File: src/rtl/fp_addsub_pipe.sv
// fp_addsub_pipe -- three-stage pipelined floating-point adder/subtractor
// for a small parameterised format {sign, exponent, mantissa}, bias
// 2^(EXP_W-1)-1, no subnormals (exponent 0 is a signed zero).
//
// Stages:  S1 unpack / classify / swap / align (guard, round, sticky)
//          S2 signed-magnitude add or subtract
//          S3 normalise / round / pack, registered onto result/flags
//
// Build option: define FP_ADDSUB_RNE_EN for round-to-nearest-even. Without
// it the block truncates toward zero and overflow saturates to max finite.
//
// Ports:
//   clk        single clock
//   rst_n      synchronous active-low reset
//   ena        global enable, low holds every stage
//   in_valid   operand pair offered
//   in_ready   operand pair accepted when in_valid && in_ready
//   a, b       operands, W = 1+EXP_W+MAN_W bits
//   op         0: a+b, 1: a-b
//   out_valid  result present
//   out_ready  consumer takes result when out_valid && out_ready
//   result     packed result
//   flags      {nan, ovf, unf, inexact}, aligned with result
module fp_addsub_pipe #(
  parameter int EXP_W = 4,
  parameter int MAN_W = 3,
  localparam int W = 1 + EXP_W + MAN_W
) (
  input  logic         clk,
  input  logic         rst_n,
  input  logic         ena,
  input  logic         in_valid,
  output logic         in_ready,
  input  logic [W-1:0] a,
  input  logic [W-1:0] b,
  input  logic         op,
  output logic         out_valid,
  input  logic         out_ready,
  output logic [W-1:0] result,
  output logic [3:0]   flags
);

  // EW: hidden bit + mantissa + guard/round/sticky. SW adds a carry bit.
  localparam int EW     = MAN_W + 4;
  localparam int SW     = EW + 1;
  localparam int XW     = EXP_W + 2;
  localparam int EMAX_I = (1 << EXP_W) - 1;
  localparam logic [EXP_W-1:0] EMAX = '1;

  logic adv;
  logic v1, v2, v3;

  // One global stall: nothing moves while disabled or while the output is blocked.
  assign adv       = ena && !(v3 && !out_ready);
  assign in_ready  = rst_n && adv;
  assign out_valid = v3;

  // ---------------- S1: unpack, classify, swap, align ----------------
  logic             sa, sb;
  logic [EXP_W-1:0] ea, eb;
  logic [MAN_W-1:0] fa, fb;
  logic             a_zero, b_zero, a_inf, b_inf, a_nan, b_nan;
  logic [MAN_W:0]   sig_a, sig_b;
  logic             swap;
  logic             l_s, s_s;
  logic [EXP_W-1:0] l_e, s_e, d;
  logic [MAN_W:0]   l_sig, s_sig;
  logic [EW-1:0]    ext_s, aligned;
  logic             sticky;
  int               d_i;

  assign sa = a[W-1];
  assign sb = b[W-1] ^ op;
  assign ea = a[W-2:MAN_W];
  assign eb = b[W-2:MAN_W];
  assign fa = a[MAN_W-1:0];
  assign fb = b[MAN_W-1:0];

  assign a_zero = (ea == '0);
  assign b_zero = (eb == '0);
  assign a_inf  = (ea == EMAX) && (fa == '0);
  assign b_inf  = (eb == EMAX) && (fb == '0);
  assign a_nan  = (ea == EMAX) && (fa != '0);
  assign b_nan  = (eb == EMAX) && (fb != '0);

  // Zero operands carry no significand, whatever their mantissa field holds.
  assign sig_a = a_zero ? '0 : {1'b1, fa};
  assign sig_b = b_zero ? '0 : {1'b1, fb};

  always_comb begin
    swap    = ({eb, sig_b} > {ea, sig_a});
    l_s     = swap ? sb : sa;
    s_s     = swap ? sa : sb;
    l_e     = swap ? eb : ea;
    s_e     = swap ? ea : eb;
    l_sig   = swap ? sig_b : sig_a;
    s_sig   = swap ? sig_a : sig_b;
    d       = l_e - s_e;
    d_i     = int'(d);
    ext_s   = {s_sig, 3'b000};
    sticky  = 1'b0;
    // Every bit shifted past the sticky position is folded into it; large
    // distances therefore leave only the sticky bit.
    for (int i = 0; i < EW; i++) begin
      if (i < d_i) sticky = sticky | ext_s[i];
    end
    aligned = (ext_s >> d) | {{(EW-1){1'b0}}, sticky};
  end

  logic             nan1, inf1, infs1, sl1, sub1, zneg1;
  logic [EXP_W-1:0] e1;
  logic [EW-1:0]    lsig1, ssig1;

  // ---------------- S2: signed-magnitude add/sub ----------------
  logic             nan2, inf2, infs2, sl2, zneg2;
  logic [EXP_W-1:0] e2;
  logic [SW-1:0]    sum2;
  logic [SW-1:0]    sum_c;

  // Swap guarantees |large| >= |small|, so the difference never goes negative.
  assign sum_c = sub1 ? ({1'b0, lsig1} - {1'b0, ssig1})
                      : ({1'b0, lsig1} + {1'b0, ssig1});

  // ---------------- S3: normalise, round, pack ----------------
  int                    lz;
  logic [EW-1:0]         norm;
  logic signed [XW-1:0]  exp_n, exp_r;
  logic                  inexact, rup;
  logic [MAN_W+1:0]      mr;
  logic [MAN_W-1:0]      mant_f;
  logic [W-1:0]          res_c;
  logic [3:0]            flg_c;

  always_comb begin
    lz = EW;
    for (int i = 0; i < EW; i++) begin
      if (sum2[i]) lz = EW - 1 - i;
    end
    if (sum2[SW-1]) begin
      norm  = sum2[SW-1:1] | {{(EW-1){1'b0}}, sum2[0]};
      exp_n = $signed({2'b00, e2}) + XW'(1);
    end else begin
      norm  = sum2[EW-1:0] << lz;
      exp_n = $signed({2'b00, e2}) - XW'(lz);
    end

    inexact = |norm[2:0];
`ifdef FP_ADDSUB_RNE_EN
    rup = norm[2] & (norm[1] | norm[0] | norm[3]);
`else
    rup = 1'b0;
`endif
    mr = {1'b0, 1'b1, norm[EW-2:3]} + {{(MAN_W+1){1'b0}}, rup};
    // Rounding carry out of the mantissa: renormalise by bumping the exponent.
    if (mr[MAN_W+1]) begin
      mant_f = mr[MAN_W:1];
      exp_r  = exp_n + XW'(1);
    end else begin
      mant_f = mr[MAN_W-1:0];
      exp_r  = exp_n;
    end

    res_c = {sl2, exp_r[EXP_W-1:0], mant_f};
    flg_c = {3'b000, inexact};
    if (nan2) begin
      res_c = {1'b0, EMAX, 1'b1, {(MAN_W-1){1'b0}}};
      flg_c = 4'b1000;
    end else if (inf2) begin
      res_c = {infs2, EMAX, {MAN_W{1'b0}}};
      flg_c = 4'b0000;
    end else if (!norm[EW-1]) begin
      // Magnitude is exactly zero: only -0 + -0 keeps a negative sign.
      res_c = {zneg2, {(W-1){1'b0}}};
      flg_c = 4'b0000;
    end else if (exp_n <= XW'(0)) begin
      res_c = {sl2, {(W-1){1'b0}}};
      flg_c = 4'b0011;
    end else if (exp_r >= XW'(EMAX_I)) begin
`ifdef FP_ADDSUB_RNE_EN
      res_c = {sl2, EMAX, {MAN_W{1'b0}}};
`else
      res_c = {sl2, {(EXP_W-1){1'b1}}, 1'b0, {MAN_W{1'b1}}};
`endif
      flg_c = 4'b0101;
    end
  end

  // ---------------- registers ----------------
  always_ff @(posedge clk) begin
    if (!rst_n) begin
      v1     <= 1'b0;
      v2     <= 1'b0;
      v3     <= 1'b0;
      result <= '0;
      flags  <= '0;
    end else if (adv) begin
      v1 <= in_valid;
      v2 <= v1;
      v3 <= v2;
      if (v2) begin
        result <= res_c;
        flags  <= flg_c;
      end
    end
  end

  always_ff @(posedge clk) begin
    if (adv) begin
      nan1  <= a_nan || b_nan || (a_inf && b_inf && (sa != sb));
      inf1  <= a_inf || b_inf;
      infs1 <= a_inf ? sa : sb;
      sl1   <= l_s;
      sub1  <= (l_s != s_s);
      zneg1 <= l_s & s_s;
      e1    <= l_e;
      lsig1 <= {l_sig, 3'b000};
      ssig1 <= aligned;

      nan2  <= nan1;
      inf2  <= inf1;
      infs2 <= infs1;
      sl2   <= sl1;
      zneg2 <= zneg1;
      e2    <= e1;
      sum2  <= sum_c;
    end
  end

endmodule

File: config.mk
export PLATFORM = sky130hd
export DESIGN_NAME = fp_addsub_pipe
export DESIGN_NICKNAME = d
export VERILOG_FILES = /design/src/rtl/fp_addsub_pipe.sv
export SDC_FILE = /design/constraint.sdc
export NUM_CORES = 1
export LEC_CHECK = 0
export CORE_UTILIZATION = 40
export CTS_CLUSTER_DIAMETER = 150
export CTS_CLUSTER_SIZE = 10
export DETAILED_ROUTE_END_ITERATION = 10
export SETUP_SLACK_MARGIN = 0.1
export SLEW_MARGIN = 5
export SYNTH_ARGS = -nofsm -noshare
export SYNTH_HDL_FRONTEND = slang
export SYNTH_SLANG_ARGS = --single-unit
File: constraint.sdc
create_clock -name clk -period 4.06 [get_ports clk]
set_clock_uncertainty 0.05 [all_clocks]
set_input_delay 0.609 -clock clk [delete_from_list [all_inputs] [get_ports clk]]
set_output_delay 0.609 -clock clk [all_outputs]
set_load 0.03 [all_outputs]
==> flow_summary.ini, run 1 <==
[status]
status = completed

[logic_synthesis]
netlist_top_cells_count = 38 x edfxtp_1, 30 x inv_1, 29 x a21oi_1, 28 x nand2_1, 25 x nor2_1
synth-xor-area-share = 0.0224
synth_warnings = 0
yosys.area.top_type = edfxtp_1
synth_top_area_share = 0.324
muxShareOfSynthArea = 0.0529
synth_seq_cells = 53
synth_top_family_by_area = compound AO/OA/AOI/OAI gates
avgSynthCellArea_um2 = 9.79
synth_compound_area_frac = 0.205
seq_area_frac_synth = 0.409
synth-edff-count = 38
synthAdderAreaFrac = 0.0930
synth_area_um2 = 3520
synth.most_common_cell = edfxtp_1
synthDistinctLibCells = 72
async_flop_share = 0
syn-num-nets = 407
synth.area.top_cells = edfxtp_1 32%, dfxtp_1 8.5%, ha_1 8.2%
syn_inst = 360
synthSimpleGateAreaFrac = 0.168
synthFlopType = edfxtp_1

[placement]
place_congestion = 0.829
dp.cells = 531
dpl.hpwl_mm = 6.15
numPortBuffers = 35

[global_route]
grt_overflow = 0
grt_max_degree = 42
grt_pass1_wl_mm = 12.9
grt_usage = 0.180
first_global_vias = 2792
antenna_found_initial = 0

[drt]
antenna_left = 0
drt-initial-drc-count = 91
drc = 0
vias = 2955
drt_pass1_iterations = 4
wl_mm = 7.87
wire_per_inst_um = 14.5
vias_per_cell = 5.44

[clock_tree]
clockBufferDepth = 2
cts-root-buf = clkbuf_8
clkSinkCount = 53
ctsHtreeMaxLevel = 2
cts_tree = built
clk_latency_ns = 0.31
clk_pin_slew_ns = 0.10
cts_buffers = 5

[setup_path]
slowest_stage = or4_4
cp_cell_sequence = clkbuf_2 -> or4_4 -> nand2_4 -> inv_2 -> ha_4 -> nor2b_1 -> o211ai_1 -> a21oi_4 -> nor4b_2 -> buf_4 -> a21oi_4 -> ha_4 -> buf_4 -> nor4_4 -> or4_4 -> a211oi_2 -> o22ai_1 -> nand3_1
reg2regPathDepth = 14
crit_path_max_fanout = 6
cp-end-kind = flop
cpPeakStageDelay_ns = 0.60
worstSetupPathType = in -> reg
crit_arrival_ns = 3.93
start_kind = input pin
crit_required_ns = 4.19

[timing]
maxSlewViolCount = 0
maxSlewHeadroom = 0.624
finalCriticalPeriod_ns = 3.81
final.period_utilization = 0.937
finalSetupTns_ns = 0
finalSetupViolations = 0
worst_pin_slew_ns = 0.564
rsz0062_at_grt = true
fmax_ghz = 0.263
hold_violations = 0

[worst_hold_path]
min_path_cells = 0
hp-class = reg -> reg

[layout]
num-fill-cells = 770
diodes = 0
finalNetCount = 484
area_growth_pct = 28.5
final_cell_count_no_fill = 543
drive_gt1_frac = 0.226

[pwr]
cellPowerDensity_nw_per_um2 = 354
leakagePower_nw = 1.85
vdd_ir_drop_max_mv = 0.140

[run]
cap_violations = 0

[floorplan]
rows = 33
initial_core_util = 0.421
core-area_um2 = 8380
dieArea_um2 = 9190
die_x_um = 95.9
pin_count = 36
die-height_um = 95.9
## final cells by class
class                           instances  area, µm²  share of cell area
Multi-Input combinational cell        265       2050               0.453
Sequential cell                        53       1440               0.318
Timing Repair Buffer                   80        683               0.151
Tap cell                              105        131              0.0290
Inverter                               32        123              0.0271
Clock buffer                            5       68.8              0.0152
Clock inverter                          3       28.8             0.00636
## path summary, 6_finish.rpt
path / start / end / slack [ns]
max: b[3] / ssig1[0] / 0.25
min: nan1 / nan2 / 0.38
max reg2reg: sum2[0] / result[3] / 0.46
min reg2reg: nan1 / nan2 / 0.38
## logic make-up (layout without fill, tap and decap cells)
logic type | after synthesis | in the layout
fa+ha+maj | 25 | 25
mux | 17 | 17
flops | 53 | 53
simple gates | 110 | 110
xor+xnor | 9 | 9
compound gates | 104 | 104
buf+inv | 42 | 120
## per-stage QoR
step	cell area (µm²)	utilization	power (mW)	hold WS [ns]	setup WS [ns]
after CTS	4470	0.533	1.60	0.383	0.102
after global placement	4360	0.520	1.27	0.353	-0.280
after global routing	4530	0.540	1.71	0.403	0.0767
final	4530	0.540	1.60	0.380	0.255
after detailed placement	4360	0.520	1.28	0.357	-0.350
after floorplan	3640	-	1.10	0.350	-0.0569
## metal layers
| layer | track usage | up-vias | wire length [µm] |
|---|---|---|---|
| li1 | - | 1504 | - |
| met1 | 0.221 | 1400 | 3540 |
| met2 | 0.333 | 42 | 4070 |
| met3 | 0.0190 | 9 | 168 |
| met4 | 0.0510 | 0 | 99 |
| met5 | 0 | - | 0 |
## placed cells by master (no fill, tap or decap), types with 3 or more instances in the layout
cell type        count
and2_1               4
clkbuf_8             5
nor3_2               3
inv_1               26
xor2_1               4
o41ai_1              5
nand3_1              6
o21ai_0             16
dfxtp_1             15
a21o_1               4
clkdlybuf4s50_1     27
nor4_1               3
buf_4               45
nor2_1              25
edfxtp_1            38
nand2_1             25
ha_4                 3
a21oi_1             27
inv_2                4
nand4_1              4
nand2b_1             5
xnor2_1              5
mux2i_1             13
clkbuf_2             3
nor2b_1              4
nor3_1               7
o21ai_1              4
a22oi_1              3
a41oi_1              3
o31ai_1              4
ha_1                20
dlymetal6s2s_1       4
## registers in the layout (all words and copies together), names as in the netlist
register,flops
nan2,1
e1,4
ssig1,7
zneg2,1
v2,1
e2,4
flags,4
zneg1,1
sl1,1
sl2,1
lsig1,4
result,8
infs2,1
nan1,1
sum2,8
infs1,1
inf1,1
out_valid,1
sub1,1
v1,1
inf2,1
## repair_timing
action,CTS,global route
resized for setup,9,19
pin swaps,13,16
buffers inserted,1,3
endpoints found under the setup margin,3,5
hold buffers,0,0
## power by group
| part | switching, mW | internal [mW] | leakage, nW | total (mW) |
|---|---|---|---|---|
| clock | 0.184 | 0.129 | 0.0506 | 0.313 |
| sequential | 0.0566 | 0.647 | 0.497 | 0.704 |
| combinational | 0.310 | 0.277 | 1.30 | 0.587 |
| total | 0.551 | 1.05 | 1.85 | 1.60 |
## critical path: cells and delay by family
| family | cells | cell delay [ns] |
|---|---|---|
| compound gates | 5 | 0.68 |
| buf+inv | 4 | 0.42 |
| simple gates | 7 | 1.71 |
| fa+ha+maj | 2 | 0.50 |
(Power assumes the default switching activity.)
==> inputs of run 2 (changes only) <==
CORE_MARGIN = 2   (was default)
==> flow_summary.ini, run 2 (synthesis gave the netlist of run 1 again) <==
[worst_hold_path]
min_from = e1[3]
min_path_cells = 0
hp-class = reg -> reg
hold_end = e2[3]

[drt]
vias = 3016
wl_mm = 8.02
drt_pass1_iterations = 5
vias_per_cell = 5.47
wire_per_inst_um = 14.5
drt-initial-drc-count = 84
drc = 0
antenna_left = 0

[floorplan]
core-area_um2 = 8640
rows = 34
die_x_um = 97.9
pin_count = 36
die-height_um = 97.9
dieArea_um2 = 9580
initial_core_util = 0.408

[global_route]
grt_usage = 0.166
grt_pass1_wl_mm = 13.4
grt_overflow = 0
antenna_found_initial = 0
grt_max_degree = 42
first_global_vias = 2927

[layout]
final_common_cell = buf_4
final_cell_count_no_fill = 551
top_regs = result: 8 flops, sum2: 8 flops, ssig1: 7 flops
diodes = 0
final_cell_mix = 48 x buf_4, 38 x edfxtp_1, 27 x a21oi_1, 27 x clkdlybuf4s50_1
area_growth_pct = 30.9
fin_util = 0.534
drive_gt1_frac = 0.239
finalNetCount = 489
fin_area_um2 = 4610

[pwr]
cellPowerDensity_nw_per_um2 = 351
swShare = 0.343
vdd_ir_drop_max_mv = 0.154
leakagePower_nw = 1.88
pwr-share-seq = 0.438
pwr-share-clk = 0.192
combPwrFrac = 0.370
total_power_mw = 1.62
p_switching_mw = 0.555
power.internal_mw = 1.06

[clock_tree]
cts_tree = built
clkSinkCount = 53
clk_pin_slew_ns = 0.11
clockBufferDepth = 2
ctsHtreeMaxLevel = 2
cts_buffers = 5
clk_latency_ns = 0.31
hold_buffers = 0
cts-root-buf = clkbuf_8

[placement]
dpl.hpwl_mm = 6.28
postPlaceCellArea_um2 = 4380
dp.cells = 537
place_congestion = 0.934
numPortBuffers = 35

[timing]
worst_pin_slew_ns = 0.553
maxSlewHeadroom = 0.631
rsz0062_at_grt = false
fin_hold_ws_ns = 0.381
finalSetupViolations = 0
finalCriticalPeriod_ns = 3.87
hold_violations = 0
fmax_ghz = 0.258
maxSlewViolCount = 0
final.period_utilization = 0.954

[setup_path]
worstReg2RegEnd = result[2]
crit_arrival_ns = 3.97
reg2reg_from = sum2[1]
crit_path_max_fanout = 5
crit_required_ns = 4.15
cp-end-kind = flop
start_kind = input pin
worstSetupPathType = in -> reg
reg2regPathDepth = 14
r2r_setup_slack_ns = 0.47

[run]
cap_violations = 0

[status]
status = completed
run 2: power by group through the flow:
stage,sequential (mW),combinational (mW),clock (mW)
finish,0.708,0.598,0.311
CTS,0.708,0.581,0.323
global route,0.717,0.666,0.341
global placement,0.718,0.557,0
detailed placement,0.721,0.566,0
floorplan,0.698,0.406,0
run 2: worst max-delay path, stage by stage:
cell and delay (ns):
clkdlybuf4s15_1 0.18, or4_4 0.60, nand2_1 0.14, ha_1 0.25, nand4_1 0.12, or3b_4 0.41, a21oi_4 0.16, nor4b_2 0.07
buf_4 0.14, a21oi_4 0.13, ha_4 0.15, buf_4 0.11, nor4_2 0.04, or4_4 0.48, buf_4 0.15, a211oi_2 0.21
run 2: routing by layer:
layer | vias up | wire [µm] | share of wire | GRT usage
met5 | - | 0 | 0 | 0
li1 | 1517 | - | - | -
met3 | 13 | 218 | 0.027 | 0.0165
met2 | 61 | 4100 | 0.51 | 0.308
met4 | 0 | 165 | 0.021 | 0.0459
met1 | 1425 | 3530 | 0.44 | 0.203
run 2: area by class of cell:
type / instances / area, µm²
Clock buffer: 5 / 68.8
Clock inverter: 3 / 33.8
Fill cell: 765 / 4020
Inverter: 32 / 123
Multi-Input combinational cell: 265 / 2070
Sequential cell: 53 / 1440
Tap cell: 108 / 135
Timing Repair Buffer: 85 / 743
run 2: how the worst max path moves through the flow:
| stage | startpoint | end | slack, ns | cells past startpoint |
|---|---|---|---|---|
| after detailed placement | b[3] | ssig1[0] | -0.34 | 17 |
| after global placement | b[3] | ssig1[0] | -0.27 | 18 |
| after global routing | b[4] | ssig1[2] | 0.07 | 18 |
| after floorplan | b[3] | ssig1[0] | -0.06 | 19 |
| final | b[4] | ssig1[4] | 0.19 | 16 |
| after CTS | b[5] | ssig1[0] | 0.11 | 18 |
run 2: timing repair:
action,4_1_cts,5_1_grt
pin swaps,14,13
resized for setup,14,16
buffers inserted,4,3
endpoints found under the setup margin,4,3
run 2: per-stage QoR:
step	setup TNS (ns)	setup slack (ns)
6_report	0	0.187
5_1_grt	0	0.0742
4_1_cts	0	0.113
3_5_place_dp	-1.57	-0.336
3_3_place_gp	-1.15	-0.268
2_1_floorplan	-0.0569	-0.0569
==> inputs of run 3 (changes only) <==
--- a/config.mk
+++ b/config.mk
@@ -6,4 +6,5 @@
 export NUM_CORES = 1
 export LEC_CHECK = 0
+export CAP_MARGIN = 20
 export CORE_MARGIN = 2
 export CORE_UTILIZATION = 40
--- a/constraint.sdc
+++ b/constraint.sdc
@@ -3,3 +3,3 @@
 set_input_delay 0.609 -clock clk [delete_from_list [all_inputs] [get_ports clk]]
 set_output_delay 0.609 -clock clk [all_outputs]
-set_load 0.03 [all_outputs]
+set_load 0.1 [all_outputs]
==> flow_summary.ini, run 3 (synthesis gave the netlist of run 1 again) <==
[clock_tree]
clockBufferDepth = 2
clk_pin_slew_ns = 0.11
hold_buffers = 0
cts_buffers = 5
cts_tree = built
clkSinkCount = 53
ctsHtreeMaxLevel = 2
cts-root-buf = clkbuf_8
clk_latency_ns = 0.32

[pwr]
p_switching_mw = 0.569
cellPowerDensity_nw_per_um2 = 359
vdd_ir_drop_max_mv = 0.143
leakagePower_nw = 1.82
total_power_mw = 1.61
power.internal_mw = 1.04
pwr-share-clk = 0.201
combPwrFrac = 0.360
swShare = 0.354
pwr-share-seq = 0.440

[timing]
worst_pin_slew_ns = 0.973
hold_violations = 0
maxSlewViolCount = 0
finalSetupViolations = 0
final.period_utilization = 0.938
fmax_ghz = 0.263
rsz0062_at_grt = false
maxSlewHeadroom = 0.349
finalCriticalPeriod_ns = 3.81

[drt]
drt_pass1_iterations = 4
vias = 2919
drc = 0
drt-initial-drc-count = 92
vias_per_cell = 5.37
wl_mm = 7.86
antenna_left = 0
wire_per_inst_um = 14.4

[floorplan]
core-area_um2 = 8640
die-height_um = 97.9
dieArea_um2 = 9580
rows = 34
die_x_um = 97.9
pin_count = 36
initial_core_util = 0.408

[setup_path]
reg2regPathDepth = 14
start_kind = input pin
crit_arrival_ns = 3.94
cpPeakStageDelay_ns = 0.59
cp-end-kind = flop
slowest_stage = or4_4
cp_cell_sequence = buf_2 -> or4_4 -> nand2_4 -> inv_1 -> ha_1 -> nand4_1 -> or3b_4 -> a21oi_4 -> nor4b_2 -> buf_4 -> a21oi_4 -> ha_4 -> buf_4 -> nor4_2 -> or4_4 -> a211oi_2 -> o22ai_1 -> nand3_1
worstSetupPathType = in -> reg
crit_path_max_fanout = 5
crit_required_ns = 4.19

[layout]
top_regs = result: 8 flops, sum2: 8 flops, ssig1: 7 flops
num-fill-cells = 810
diodes = 0
area_growth_pct = 27.0
final_common_cell = buf_4
fin_util = 0.519
drive_gt1_frac = 0.216
final_cell_mix = 44 x buf_4, 38 x edfxtp_1, 28 x inv_1, 28 x a21oi_1, 26 x clkdlybuf4s50_1
finalNetCount = 482

[worst_hold_path]
min_path_cells = 0
hp-class = reg -> reg

[global_route]
antenna_found_initial = 0
grt_usage = 0.163
first_global_vias = 2743
grt_overflow = 0
grt_max_degree = 41
grt_pass1_wl_mm = 12.9

[placement]
numPortBuffers = 35
dpl.hpwl_mm = 6.00
place_congestion = 0.893

[status]
status = completed

[run]
cap_violations = 0
==> run 3: cell type report <==
| class | count | area, µm² | share of cell area |
|---|---|---|---|
| multi-input cells | 265 | 2020 | 0.452 |
| flip-flops and latches | 53 | 1440 | 0.322 |
| repair buffers | 78 | 654 | 0.146 |
| well taps | 108 | 135 | 0.0302 |
| inverters | 32 | 121 | 0.0271 |
| clock buffers | 5 | 68.8 | 0.0154 |
| clock inverters | 3 | 33.8 | 0.00754 |
==> run 3: final timing paths <==
| path | start | to | slack [ns] |
|---|---|---|---|
| worst min-delay path | e1[3] | e2[3] | 0.38 |
| worst min register to register | e1[3] | e2[3] | 0.38 |
| worst max register to register | sum2[1] | result[2] | 0.39 |
| worst max-delay path | b[5] | ssig1[0] | 0.25 |
==> run 3: power groups by stage <==
stage	clock network (mW)	logic (mW)	registers, mW
floorplan	0	0.404	0.708
global placement	0	0.547	0.718
detailed placement	0	0.557	0.719
CTS	0.328	0.575	0.706
global route	0.350	0.643	0.716
finish	0.322	0.577	0.706
==> run 3: worst max-delay path: cells and delay by family <==
kind                       cells  cell delay, ns
buffers and inverters          4            0.39
adders and majority gates      2            0.44
and+or+nand+nor                8            1.91
AOI/OAI and AO/OA              4            0.59
==> run 3: repair_timing <==
item                       CTS  global route
setup endpoints to repair    4             4
setup buffers                5             1
pin swaps                   16            10
gates resized for setup     26             4
==> run 3: through the flow <==
step / instance area (µm²) / std cells / setup TNS [ns] / hold WS (ns) / setup slack [ns]
2_1_floorplan: 3600 / 360 / -0.0857 / 0.350 / -0.0857
3_3_place_gp: 4290 / 530 / -1.33 / 0.351 / -0.299
3_5_place_dp: 4290 / 530 / -1.74 / 0.355 / -0.397
4_1_cts: 4460 / 543 / 0 / 0.379 / 0.103
5_1_grt: 4480 / 544 / 0 / 0.385 / 0.112
6_report: 4480 / 544 / 0 / 0.377 / 0.252
==> run 3: metal layers <==
metal	track usage	vias to the layer above	wire length [µm]
met4	0.0513	0	147
met5	0	-	0
met3	0.0272	12	187
met1	0.198	1352	3520
met2	0.293	54	4000
li1	-	1501	-
